<file path="src/rtl/mmio_region_router.sv">
// MMIO request router: decodes a byte address into one of NREG regions, forwards the request,
// and returns responses strictly in acceptance order through an in-order tracking FIFO.
module mmio_region_router #(
    parameter int NREG   = 2,
    parameter int ADDR_W = 32,
    parameter int DATA_W = 32,
    parameter int DEPTH  = 4,
    parameter logic [NREG*ADDR_W-1:0] REGION_BASE  = {32'h8000_0000, 32'h0000_0000},
    parameter logic [NREG*ADDR_W-1:0] REGION_LIMIT = {32'h8001_ffff, 32'h7fff_ffff}
) (
    input  logic                   clk,
    input  logic                   reset,
    input  logic                   req_valid,
    output logic                   req_ready,
    input  logic [ADDR_W-1:0]      req_addr,
    input  logic [1:0]             req_op,
    input  logic [1:0]             req_size,
    input  logic [DATA_W/8-1:0]    req_we,
    input  logic [DATA_W-1:0]      req_wdata,
    output logic                   rsp_valid,
    output logic [DATA_W-1:0]      rsp_rdata,
    output logic                   rsp_err,
    output logic [1:0]             rsp_op,
    output logic [1:0]             rsp_size,
    output logic [NREG-1:0]        s_req_valid,
    input  logic [NREG-1:0]        s_req_ready,
    output logic [ADDR_W-1:0]      s_addr,
    output logic [DATA_W/8-1:0]    s_we,
    output logic [DATA_W-1:0]      s_wdata,
    input  logic [NREG-1:0]        s_rsp_valid,
    output logic [NREG-1:0]        s_rsp_ready,
    input  logic [NREG*DATA_W-1:0] s_rsp_rdata
);
    localparam int SEL_W = (NREG > 1) ? $clog2(NREG) : 1;
    localparam int PTR_W = $clog2(DEPTH);
    localparam int CNT_W = PTR_W + 1;
    localparam int BE_W  = DATA_W / 8;

    localparam logic [1:0] OP_NONE  = 2'b00;
    localparam logic [1:0] OP_STORE = 2'b10;
    localparam logic [1:0] OP_RSVD  = 2'b11;

    logic [SEL_W-1:0]  sel_s;
    logic              hit_any_s;
    logic              miss_s;
    logic              is_op_s;
    logic              not_full_s;
    logic              push_s;
    logic              pop_s;
    logic [ADDR_W-1:0] base_sel_s;

    logic [CNT_W-1:0]  count_q, count_d;
    logic [PTR_W-1:0]  wr_ptr_q, wr_ptr_d;
    logic [PTR_W-1:0]  rd_ptr_q, rd_ptr_d;

    logic [SEL_W-1:0]  ent_sel_q  [DEPTH];
    logic              ent_miss_q [DEPTH];
    logic [1:0]        ent_op_q   [DEPTH];
    logic [1:0]        ent_size_q [DEPTH];

    logic [SEL_W-1:0]  head_sel_s;
    logic              head_miss_s;
    logic [1:0]        head_op_s;
    logic [1:0]        head_size_s;
    logic [DATA_W-1:0] head_rdata_s;

    logic              rsp_valid_q, rsp_valid_d;
    logic [DATA_W-1:0] rsp_rdata_q, rsp_rdata_d;
    logic              rsp_err_q, rsp_err_d;
    logic [1:0]        rsp_op_q, rsp_op_d;
    logic [1:0]        rsp_size_q, rsp_size_d;

    function automatic logic in_region(input int idx, input logic [ADDR_W-1:0] addr);
        return (addr >= REGION_BASE[idx*ADDR_W +: ADDR_W]) &&
               (addr <= REGION_LIMIT[idx*ADDR_W +: ADDR_W]);
    endfunction

    // Address decode: descending scan so the lowest matching region index wins
    always_comb begin
        hit_any_s = 1'b0;
        sel_s     = {SEL_W{1'b0}};
        for (int i = NREG - 1; i >= 0; i--) begin
            hit_any_s = hit_any_s | in_region(i, req_addr);
            sel_s     = in_region(i, req_addr) ? SEL_W'(i) : sel_s;
        end
    end

    // Request handshake and shared slave request bus
    always_comb begin
        miss_s      = !hit_any_s || (req_op == OP_RSVD);
        is_op_s     = (req_op != OP_NONE);
        not_full_s  = (count_q < CNT_W'(DEPTH));
        base_sel_s  = REGION_BASE[sel_s*ADDR_W +: ADDR_W];
        s_addr      = req_addr - base_sel_s;
        s_we        = (req_op == OP_STORE) ? req_we : {BE_W{1'b0}};
        s_wdata     = req_wdata;
        s_req_valid = {NREG{1'b0}};
        if (is_op_s) begin
            req_ready = not_full_s && (miss_s || s_req_ready[sel_s]);
        end else begin
            req_ready = 1'b1;
        end
        if (req_valid && is_op_s && !miss_s && not_full_s && !reset) begin
            s_req_valid[sel_s] = 1'b1;
        end else begin
            s_req_valid = {NREG{1'b0}};
        end
        push_s = req_valid && req_ready && is_op_s;
    end

    assign head_sel_s  = ent_sel_q[rd_ptr_q];
    assign head_miss_s = ent_miss_q[rd_ptr_q];
    assign head_op_s   = ent_op_q[rd_ptr_q];
    assign head_size_s = ent_size_q[rd_ptr_q];

    // Head retirement: misses retire at once, hits wait for their own region's response
    always_comb begin
        s_rsp_ready  = {NREG{1'b0}};
        pop_s        = 1'b0;
        head_rdata_s = s_rsp_rdata[head_sel_s*DATA_W +: DATA_W];
        if ((count_q != {CNT_W{1'b0}}) && !reset) begin
            if (head_miss_s) begin
                pop_s = 1'b1;
            end else if (s_rsp_valid[head_sel_s]) begin
                s_rsp_ready[head_sel_s] = 1'b1;
                pop_s                   = 1'b1;
            end else begin
                pop_s = 1'b0;
            end
        end else begin
            pop_s = 1'b0;
        end
    end

    // Occupancy, pointer and response-register next state
    always_comb begin
        wr_ptr_d    = push_s ? (wr_ptr_q + PTR_W'(1)) : wr_ptr_q;
        rd_ptr_d    = pop_s ? (rd_ptr_q + PTR_W'(1)) : rd_ptr_q;
        rsp_valid_d = pop_s;
        case ({push_s, pop_s})
            2'b10:   count_d = count_q + CNT_W'(1);
            2'b01:   count_d = count_q - CNT_W'(1);
            default: count_d = count_q;
        endcase
        if (pop_s) begin
            rsp_rdata_d = head_miss_s ? {DATA_W{1'b0}} : head_rdata_s;
            rsp_err_d   = head_miss_s;
            rsp_op_d    = head_op_s;
            rsp_size_d  = head_size_s;
        end else begin
            rsp_rdata_d = rsp_rdata_q;
            rsp_err_d   = rsp_err_q;
            rsp_op_d    = rsp_op_q;
            rsp_size_d  = rsp_size_q;
        end
    end

    // Control and response registers, cleared asynchronously
    always_ff @(posedge clk or posedge reset) begin
        if (reset) begin
            count_q     <= {CNT_W{1'b0}};
            wr_ptr_q    <= {PTR_W{1'b0}};
            rd_ptr_q    <= {PTR_W{1'b0}};
            rsp_valid_q <= 1'b0;
            rsp_rdata_q <= {DATA_W{1'b0}};
            rsp_err_q   <= 1'b0;
            rsp_op_q    <= 2'b00;
            rsp_size_q  <= 2'b00;
        end else begin
            count_q     <= count_d;
            wr_ptr_q    <= wr_ptr_d;
            rd_ptr_q    <= rd_ptr_d;
            rsp_valid_q <= rsp_valid_d;
            rsp_rdata_q <= rsp_rdata_d;
            rsp_err_q   <= rsp_err_d;
            rsp_op_q    <= rsp_op_d;
            rsp_size_q  <= rsp_size_d;
        end
    end

    // Tracking entry payload; only slots between the pointers are ever read
    always_ff @(posedge clk) begin
        if (push_s) begin
            ent_sel_q[wr_ptr_q]  <= sel_s;
            ent_miss_q[wr_ptr_q] <= miss_s;
            ent_op_q[wr_ptr_q]   <= req_op;
            ent_size_q[wr_ptr_q] <= req_size;
        end
    end

    assign rsp_valid = rsp_valid_q;
    assign rsp_rdata = rsp_rdata_q;
    assign rsp_err   = rsp_err_q;
    assign rsp_op    = rsp_op_q;
    assign rsp_size  = rsp_size_q;

endmodule

</file>
<file path="config.mk">
export PLATFORM = sky130hd
export DESIGN_NAME = mmio_region_router
export DESIGN_NICKNAME = d
export VERILOG_FILES = /design/src/rtl/mmio_region_router.sv
export SDC_FILE = /design/constraint.sdc
export NUM_CORES = 1
export LEC_CHECK = 0
export CAP_MARGIN = 20
export CORE_UTILIZATION = 35
export CTS_BUF_LIST = sky130_fd_sc_hd__clkbuf_8
export DETAILED_ROUTE_END_ITERATION = 10
export PLACE_DENSITY = 0.9
export SLEW_MARGIN = 20
export SYNTH_ARGS = -nofsm -noshare
export SYNTH_HDL_FRONTEND = slang
export SYNTH_SLANG_ARGS = --single-unit
</file>
<file path="constraint.sdc">
create_clock -name clk -period 4 [get_ports clk]
set_clock_uncertainty 0.1 [all_clocks]
set_input_delay 0.6 -clock clk [delete_from_list [all_inputs] [get_ports clk]]
set_output_delay 0.6 -clock clk [all_outputs]
set_load 0.05 [all_outputs]
</file>
==> results of run 1 <==
==> kinds of logic after synthesis <==
logic type	after synthesis
compound gates	45
xor+xnor	4
fa+ha+maj	6
buf+inv	89
flops	69
mux	47
simple gates	70
==> how the worst min path moves through the flow <==
| stage | start | to | cells past startpoint |
|---|---|---|---|
| 2_1_floorplan | count_q[0] | count_q[0] | 1 |
| 3_3_place_gp | rsp_size[1] | rsp_size[1] | 1 |
| 3_5_place_dp | rsp_op[0] | rsp_op[0] | 1 |
| 4_1_cts | rsp_op[0] | rsp_op[0] | 1 |
| 5_1_grt | rsp_size[0] | rsp_size[0] | 1 |
| 6_report | rsp_op[0] | rsp_op[0] | 1 |
==> cell usage in the layout, fill, tap and decap left out, types with 2 or more instances in the layout <==
cell type,count
a211oi_2,32
a21oi_1,3
and2_1,8
buf_4,5
clkbuf_8,9
clkdlybuf4s50_1,155
clkinv_4,2
dfrtp_1,45
edfxtp_1,24
ha_1,5
inv_1,9
inv_6,3
mux2_1,5
mux2i_1,35
mux4_2,5
nand2_1,5
nand2b_1,4
nor2_1,40
nor2_4,2
nor2b_1,2
nor3_1,3
nor4_1,3
o21ai_0,3
o21ai_1,2
xnor2_1,2
xor2_1,2
==> critical path, stage by stage <==
cell	delay, ps
clkdlybuf4s50_1	420
nor4_1	340
nand4_1	260
o21ai_0	230
a21o_1	130
o21ai_0	70
clkdlybuf4s50_1	720
==> power by group through the flow <==
stage / logic (mW) / clock network (mW) / registers (mW)
3_3_place_gp: 2.23 / 0 / 1.12
6_report: 2.27 / 0.526 / 1.11
4_1_cts: 2.30 / 0.552 / 1.12
5_1_grt: 2.41 / 0.581 / 1.14
3_5_place_dp: 2.29 / 0 / 1.13
2_1_floorplan: 1.15 / 0 / 1.73
==> area by class of cell <==
cell class / instances / share of cell area [%]
inverter: 10 / 0.707
tap: 136 / 3.20
sequential: 69 / 34.8
multi-input combinational: 172 / 27.9
clock buffer: 9 / 2.33
clock inverter: 7 / 1.18
timing repair buffer: 160 / 29.9
==> registers in the layout, indices dropped and copies added (netlist names) <==
register,cells
rsp_rdata,32
rsp_op,2
rd_ptr_q,2
ent_sel_q,4
rsp_size,2
ent_miss_q,4
wr_ptr_q,2
rsp_err,1
rsp_valid,1
ent_size_q,8
count_q,3
ent_op_q,8
==> routing by layer <==
| layer | up-vias | track usage [%] | part of all wire [%] |
|---|---|---|---|
| li1 | 1281 | - | - |
| met4 | 0 | 6.16 | 1.7 |
| met5 | - | 0 | 0 |
| met1 | 1254 | 16.0 | 35 |
| met3 | 16 | 5.33 | 7.6 |
| met2 | 146 | 32.7 | 55 |
==> through the flow <==
step / std cells / cell area (um2)
floorplan: 330 / 3820
global placement: 547 / 5130
detailed placement: 547 / 5130
CTS: 563 / 5310
global route: 563 / 5310
finish: 563 / 5310
==> results by group, run 1 <==
STA
  • Setup WS post-layout: between 500 and 600 ps
  • Relative slew slack: between 30% and 40%
  • RSZ-0062 raised after global routing: false
  • Slew Viols, Final: 0
  • Setup-failing EPs final: 0
  • TNS Setup: 0 ps
  • Slew @ Worst Pin: around 970 ps
  • Highest clock rate: roughly 290 MHz
  • Final worst-path cycle share: 86.4%
  • Final min period: approximately 3500 ps
  • Final Hold Vio Count: 0
  • Hold WS: ~400 ps

Detailed routing
  • DR vias/cell: 4.79
  • 1st-iter DRT viols: 85
  • Vias: 2697
  • Final WL: 9390 um
  • DRT Pass-1 Iters: 6
  • Post-route antenna net violation count: 0
  • Post-route DRC: 0
  • Routed length per instance: between 15 and 20 um

Synth
  • Mapped Cells: 330
  • Yosys top cell by area: dfrtp_1
  • Main synth FF type: dfrtp_1
  • Synth cell count leaders: dfrtp_1 (45), nor2_1 (41), buf_4 (39)
  • Post-synthesis mux area share: approximately 14%
  • Unique masters post-synth: 37
  • Synth Area in XOR/XNOR: 0.918%
  • Yosys warnings: 0
  • Adder-cell area share of the yosys netlist: about 2.2%
  • Compound-gate portion of the synthesized area: around 13%
  • Synthesis-stage register bit count: between 60 and 70
  • Post-synthesis cell area: between 0.003 and 0.004 mm2
  • Most frequent cell after synthesis: dfrtp_1
  • Post-synthesis sequential area ratio: about half
  • Synth Area in Simple Gates: around 8.5%
  • EDFF count, synth: 24
  • Yosys top cell area share: 29.5%
  • Synth Net Count: 479
  • Syn avg cell area: approximately 12 um2
  • Synth top area cells: dfrtp_1 (29%), edfxtp_1 (19%), a211oi_2 (10%)
  • Async set or reset register ratio after synthesis: roughly 65%
  • Largest family of logic cells by synthesized area: multiplexers

Critical path
  • R2r setup slk: 1020 ps
  • Cell count of the worst reg-to-reg path: 10
  • Kind of critical path: primary input to primary output
  • Crit-path max FO: 5
  • Worst Setup Start Kind: primary input
  • RR Startpoint: rd_ptr_q[0]
  • WP data required: approximately 3300 ps
  • Critical Path Sink Type: primary output
  • Critical Path End: req_ready
  • Worst EP arrival: 2760 ps
  • Origin of the worst setup path: req_addr[17]
  • R2r endpoint: count_q[2]

Layout
  • Reg area: 0.00185 mm2
  • Multi-input gate area: between 0.001 and 0.0015 mm2
  • Area grow syn2layout: 39.2%
  • Layout filler cell count: approximately 950
  • Post-layout util: 50.8%
  • # nets final: approximately 570
  • Layout cell share with drive strength beyond 1: between 10% and 20%
  • N_diodes: 0

Place
  • RePlAce Congestion: 0.744
  • Pre-CTS setup slack: just under 500 ps
  • IO buf count: 155
  • Dpl hpwl: between 7000 and 8000 um

Pwr
  • Comb power frac: between 50% and 60%
  • Sequential power share: 28.5%
  • Sw Share: ~46%
  • Final Power: between 3 and 4 mW
  • Pwr Density: approximately 740 mW/mm2
  • Pint: 2.10 mW
  • Net Sw Power: 1.81 mW
  • Part of the power in the clock network: between 10 and 15%
  • VDD IR max: 319 uV
  • Leakage power: roughly 2.1 nW

Job
  • Max capacitance violation total: 0

Clock network
  • H-tree levels: 3
  • # Post-CTS Setup Buffers: 0
  • Root buf cell: clkbuf_8
  • CTS buffer count: 9
  • CTS tree: built
  • Clock Tree Buf Depth: 2
  • Hold buffers post-CTS: 0
  • Clk sink count: 69
  • Clock-pin slew on the worst setup and hold paths: 80 ps
  • Post-CTS Resized: 0
  • Clk Latency, worst-skew pair: ~340 ps

GRT
  • Number of antenna violations at the first check in global routing: 0
  • First-pass GRT wire length: between 10000 and 15000 um
  • Number of global-route vias before repair: 2829
  • Largest net degree at the start of global routing: 65
  • Global route overflow: 0
  • GRT Total Usage: approximately 17%

Run status
  • Outcome: finished clean

Floorplan
  • Die Area: approximately 0.011 mm2
  • Ports: 254
  • Die span in y: around 110 um
  • Core area: ~0.010 mm2
  • Row count: 37
  • Die X-Extent: roughly 110 um
  • Initial Util: 36.5%

Hold path
  • Worst Hold Class: flop to flop
No activity file was read; power rests on OpenSTA's default activity.
==> run 2, diff against run 1 <==
- ABC_AREA: unset -> 1
- HOLD_SLACK_MARGIN: unset -> 0.15
- SLEW_MARGIN: 20 -> 10
==> results by group, run 2 <==
Critical path
  • Origin of the worst setup path: req_addr[19]
  • RR Startpoint: rd_ptr_q[0]
  • Cell count of the worst reg-to-reg path: 14 (+4)
  • Worst EP arrival: 2830 ps (+70 ps)
  • Crit-path max FO: 4 (-1)
  • Worst Setup Start Kind: primary input
  • Critical Path Sink Type: primary output
  • Kind of critical path: primary input to primary output
  • WP data required: 3300 ps (about the same)

GRT
  • Largest net degree at the start of global routing: 40 (-38%)
  • First-pass GRT wire length: 16100 um (+12%)
  • Number of antenna violations at the first check in global routing: 0 (unchanged)
  • GRT Total Usage: 18.5% (+1.8 points)
  • Number of global-route vias before repair: 3367 (+19%)
  • Global route overflow: 0 (unchanged)

STA
  • Slew @ Worst Pin: 661 ps (-307 ps)
  • Setup-failing EPs final: 0 (unchanged)
  • Final worst-path cycle share: 88.1% (+1.7 points)
  • TNS Setup: 0 ps (unchanged)
  • Final min period: 3530 ps (+68.8 ps)
  • Relative slew slack: 55.8% (+20 points)
  • Final Hold Vio Count: 0 (unchanged)
  • RSZ-0062 raised after global routing: false
  • Slew Viols, Final: 0 (unchanged)
  • Highest clock rate: 284 MHz (-2.0%)

Layout
  • Most frequent cells in the layout: nand2_1 (198), clkdlybuf4s50_1 (153), dfrtp_1 (45), nand3_1 (41), nor2_1 (25)
  • Area grow syn2layout: 40.3%
  • Commonest non-fill, non-tap cell in the layout: nand2_1
  • Multi-input gate area: 0.00134 mm2 (-9.8%)
  • Reg area: 0.00185 mm2 (unchanged)
  • Layout filler cell count: 966 (+2.2%)
  • Layout cell share with drive strength beyond 1: 5.71% (-9.5 points)
  • N_diodes: 0 (unchanged)
  • # nets final: 722 (+26%)
  • Post-layout util: 51.0% (+0.24 points)
  • Max FFs per register: 32 (unchanged)

Synth
  • EDFF count, synth: 24 (unchanged)
  • Most frequent cell after synthesis: nand2_1
  • Synth Net Count: 633 (+32%)
  • Mapped Cells: 484 (+47%)
  • Yosys top cell by area: dfrtp_1
  • Synth cell count leaders: nand2_1 (198), dfrtp_1 (45), nand3_1 (41)
  • Post-synthesis cell area: 0.00377 mm2 (-1.2%)
  • Main synth FF type: dfrtp_1
  • Async set or reset register ratio after synthesis: 65.2% (unchanged)
  • Syn avg cell area: 7.79 um2 (-33%)
  • Yosys top cell area share: 29.9% (+0.37 points)
  • Post-synthesis sequential area ratio: 49.0% (+0.61 points)
  • Synth top area cells: dfrtp_1 (30%), nand2_1 (20%), edfxtp_1 (19%)
  • Synthesis-stage register bit count: 69 (unchanged)
  • Unique masters post-synth: 25 (-32%)
  • Yosys warnings: 0 (unchanged)

Clock network
  • Root buf cell: clkbuf_8
  • CTS buffer count: 9 (unchanged)
  • CTS tree: built
  • Hold buffers post-CTS: 0 (unchanged)
  • Clock-pin slew on the worst setup and hold paths: 80 ps (about the same)
  • Post-CTS Resized: 0 (unchanged)
  • # Post-CTS Setup Buffers: 0 (unchanged)
  • Clock Tree Buf Depth: 2 (unchanged)
  • Clk Latency, worst-skew pair: 350 ps (about the same)
  • Clk sink count: 69 (unchanged)
  • H-tree levels: 3 (unchanged)

Hold path
  • Hold Startpoint: rsp_rdata[26]
  • Hold path depth: 2 (+1)
  • Worst Hold Class: flop to flop

Place
  • Dpl hpwl: 7660 um (+2.1%)
  • IO buf count: 155 (unchanged)
  • RePlAce Congestion: 0.794 (+6.7%)

Detailed routing
  • Highest Signal Layer: met4
  • DRT Pass-1 Iters: 4 (-2)
  • Met2 Wirelength: 5030 um (-3.3%)
  • Met3 WL: 801 um (+13%)
  • Routed length per instance: 14.1 um (-15%)
  • Final WL: 10100 um (+7.3%)
  • Vias: 3323 (+23%)
  • DRT met1 WL: 4010 um (+21%)
  • 1st-iter DRT viols: 192 (+130%)
  • Post-route DRC: 0 (unchanged)
  • DR vias/cell: 4.65 (-2.8%)
  • Post-route antenna net violation count: 0 (unchanged)

Job
  • Max capacitance violation total: 0 (unchanged)

Floorplan
  • Row count: 37 (unchanged)
  • Initial Util: 36.4% (-0.13 points)
  • Die span in y: 106 um (-0.61%)
  • Die X-Extent: 106 um (-0.61%)
  • Die Area: 0.0112 mm2 (-1.2%)
  • Core area: 0.0104 mm2 (-0.89%)
  • Ports: 254 (unchanged)

Pwr
  • Sw Share: 48.1% (+1.7 points)
  • Comb power frac: 54.3% (-3.8 points)
  • Net Sw Power: 1.80 mW (-0.95%)
  • Leakage power: 2.49 nW (+19%)
  • VDD IR max: 339 uV (+6.4%)
  • Sequential power share: 28.4% (about the same)
  • Pwr Density: 706 mW/mm2 (-4.0%)
  • Part of the power in the clock network: 17.3% (+3.8 points)
  • Pint: 1.94 mW (-7.4%)

Run status
  • Outcome: finished clean
[run 2: cell count changes in the layout (fill, tap and decap cells not counted), sizes merged, moves of 4 or more]
cell	previous run	this run
mux4	5	0
inv	14	32
a211oi	32	0
mux2i	36	0
o22ai	0	4
nand2	5	202
mux2	6	0
nand2b	4	0
and2	8	0
nor2	42	25
o21ai	5	13
nand3	0	42
[run 2: metal layers]
metal  GRT usage (%)  up-vias
li1                -     1634
met1            20.2     1505
met2            33.2      159
met3            5.01       25
met4            8.33        0
met5               0        -
[run 2: through the flow]
step	cells	cell area [um2]	hold slack, ps	setup WS [ps]	power (mW)
4_1_cts	714	5290	387	445	3.78
5_1_grt	714	5290	414	264	4.01
3_3_place_gp	698	5060	360	511	3.04
3_5_place_dp	698	5060	365	450	3.12
6_report	714	5290	384	475	3.74
2_1_floorplan	484	3770	368	182	2.61
[run 2: final timing paths]
| check | to | slack (ps) |
|---|---|---|
| worst max-delay path | req_ready | 470 |
| worst min-delay path | rsp_rdata[26] | 380 |
| worst max register to register | count_q[2] | 860 |
| worst min register to register | rsp_rdata[26] | 380 |
| max in group asynchronous | rsp_rdata[29] | 2730 |
| min in group asynchronous | rsp_size[1] | 440 |
[run 2: power groups by stage]
stage	Clock, mW	Sequential [mW]	Combinational, mW
after global placement	0	1.06	1.98
after floorplan	0	1.50	1.11
after global routing	0.692	1.09	2.23
final	0.647	1.06	2.03
after detailed placement	0	1.07	2.04
after CTS	0.668	1.06	2.05
[run 2: final cells by class]
type | count | area share, %
Sequential cell | 69 | 34.9
Timing Repair Buffer | 160 | 30.2
Multi-Input combinational cell | 304 | 25.3
Tap cell | 136 | 3.22
Clock buffer | 9 | 2.34
Inverter | 29 | 2.06
Clock inverter | 7 | 2.01
[run 2: cell families after synthesis]
logic type	share of synthesized area [%]
AND/OR/NAND/NOR	29.5
buffers and inverters	15.5
XOR/XNOR	0.697
AO/OA/AOI/OAI	3.12
adder cells (fa/ha/maj)	2.19
flip-flops	49.0
[run 2: worst max-delay path: stages]
cell and delay, ps:
clkdlybuf4s50_1 430, nor2_1 110, nand2_1 50, nor2_1 200, nand2_1 80, a21oi_1 260
nand3_1 200, nand2_1 90, o21ai_0 70, clkdlybuf4s50_1 720
==> variant, RTL diff (config.mk and constraints of run 2) <==
`DEPTH`: 4 -> 2.
--- a/src/rtl/mmio_region_router.sv
+++ b/src/rtl/mmio_region_router.sv
@@ -6,3 +6,3 @@
     parameter int DATA_W = 32,
-    parameter int DEPTH  = 4,
+    parameter int DEPTH  = 2,
     parameter logic [NREG*ADDR_W-1:0] REGION_BASE  = {32'h8000_0000, 32'h0000_0000},
Behaviour: not the same (a bounded check fails within 4 cycles, from zero or initial values and one cycle with reset high).
==> variant against run 2 <==
  * Power decreased by 17%
  * Design area fell by 16%
  * Synthesized cell count is 34% lower
  * Sequential cell count decreased by 15
  * Routed wire length down 16%
  * Area after synthesis is 18% lower
  * Core utilization up 1.9 points
  * Setup slack got worse by 0.050 ns
  * Register-to-register slack improved by 1.0 ns
  * Critical path type unchanged
  * Critical endpoint unchanged
  * Highest routed layer unchanged
==> variant: results (changes against run 2) <==
clock_network:
  clkLatencyLatePin_ns: 0.29  # -0.06 ns
  h-tree-depth: 2  # -1
sta:
  relSlewSlack: 0.5256  # -0.03210
yosys:
  synth-xor-area-share: 0.008502  # +0.001532
  yosys-mux-area-fraction: 0.1081  # +0.1081
  ys_seq_area_frac: 0.4567  # -0.03320
  synth_seq_cells: 54  # -22%
  synth_compound_area_frac: 0.1178  # +0.08662
  synth_common_cells: "nand2_1 (47), dfrtp_1 (42), buf_4 (36), mux2i_1 (32), o21ai_2 (29)"
  synth_edf_count: 12  # -50%
  synth_area_leaders: "dfrtp_1 (34%), edfxtp_1 (12%), mux2i_1 (10%)"
  synth_cells: 319  # -34%
  synthDistinctLibCells: 30  # +20%
  synthAdderAreaFrac: 0.004049  # -0.01786
hold_path:
  hold_path_end: "rsp_rdata[5]"
  hold_path.startpoint: "rsp_rdata[5]"
worst_setup_path:
  r2r-end: "rsp_rdata[12]"
  crit_start: "req_addr[25]"
cells_and_area:
  inv_count: 18  # -38%
  multi_input_gates: 173  # -43%
  buffers: 159  # -0.63%
  multiInputGateArea_um2: 1152  # -14%
  clock_area_frac: 0.02058  # -0.02294
  clockBufferCount: 6  # -3
  final_nets: 555  # -23%
  fill_cells: 746  # -23%
place:
  hpwl_um: 6969  # -9.0%
global_routing:
  grt_pass1_wl_um: 12050  # -25%
pwr:
  intPower_mw: 1.601  # -18%
  clkPwrFrac: 0.096  # -0.077
  p_clk_mw: 0.300  # -54%
  p_leak_nw: 1.914  # -23%
drt:
  drtIter0Drc: 68  # -65%
  totalWireLength_um: 8457  # -16%
  num_vias: 2456  # -26%
status:
  status: "finished clean"
==> variant: changes by cell type after synthesis, sizes merged, moves of 4 or more <==
cell    before  now
o22ai        4    0
ha           5    1
mux2i        0   33
clkbuf      35   28
nor2        25   30
edfxtp      24   12
o21ai       13   34
nand2      202   54
nand3       42    7
inv         29   18
==> variant: through the flow <==
step           worst slack [ns]  hold WS [ns]  area [um^2]
2_1_floorplan            0.9540        0.3419         3090
3_3_place_gp             0.4879        0.3589         4347
3_5_place_dp             0.4363        0.3687         4347
4_1_cts                  0.4117        0.3910         4438
5_1_grt                  0.2678        0.4023         4438
6_report                 0.4245        0.3868         4438
==> variant: per-layer routing <==
metal / wire length [um] / GRT usage / part of all wire
met3: 822 / 0.06003 / 0.097
met1: 2897 / 0.1767 / 0.34
met5: 0 / 0 / 0
met2: 4588 / 0.3327 / 0.54
met4: 148 / 0.04478 / 0.018
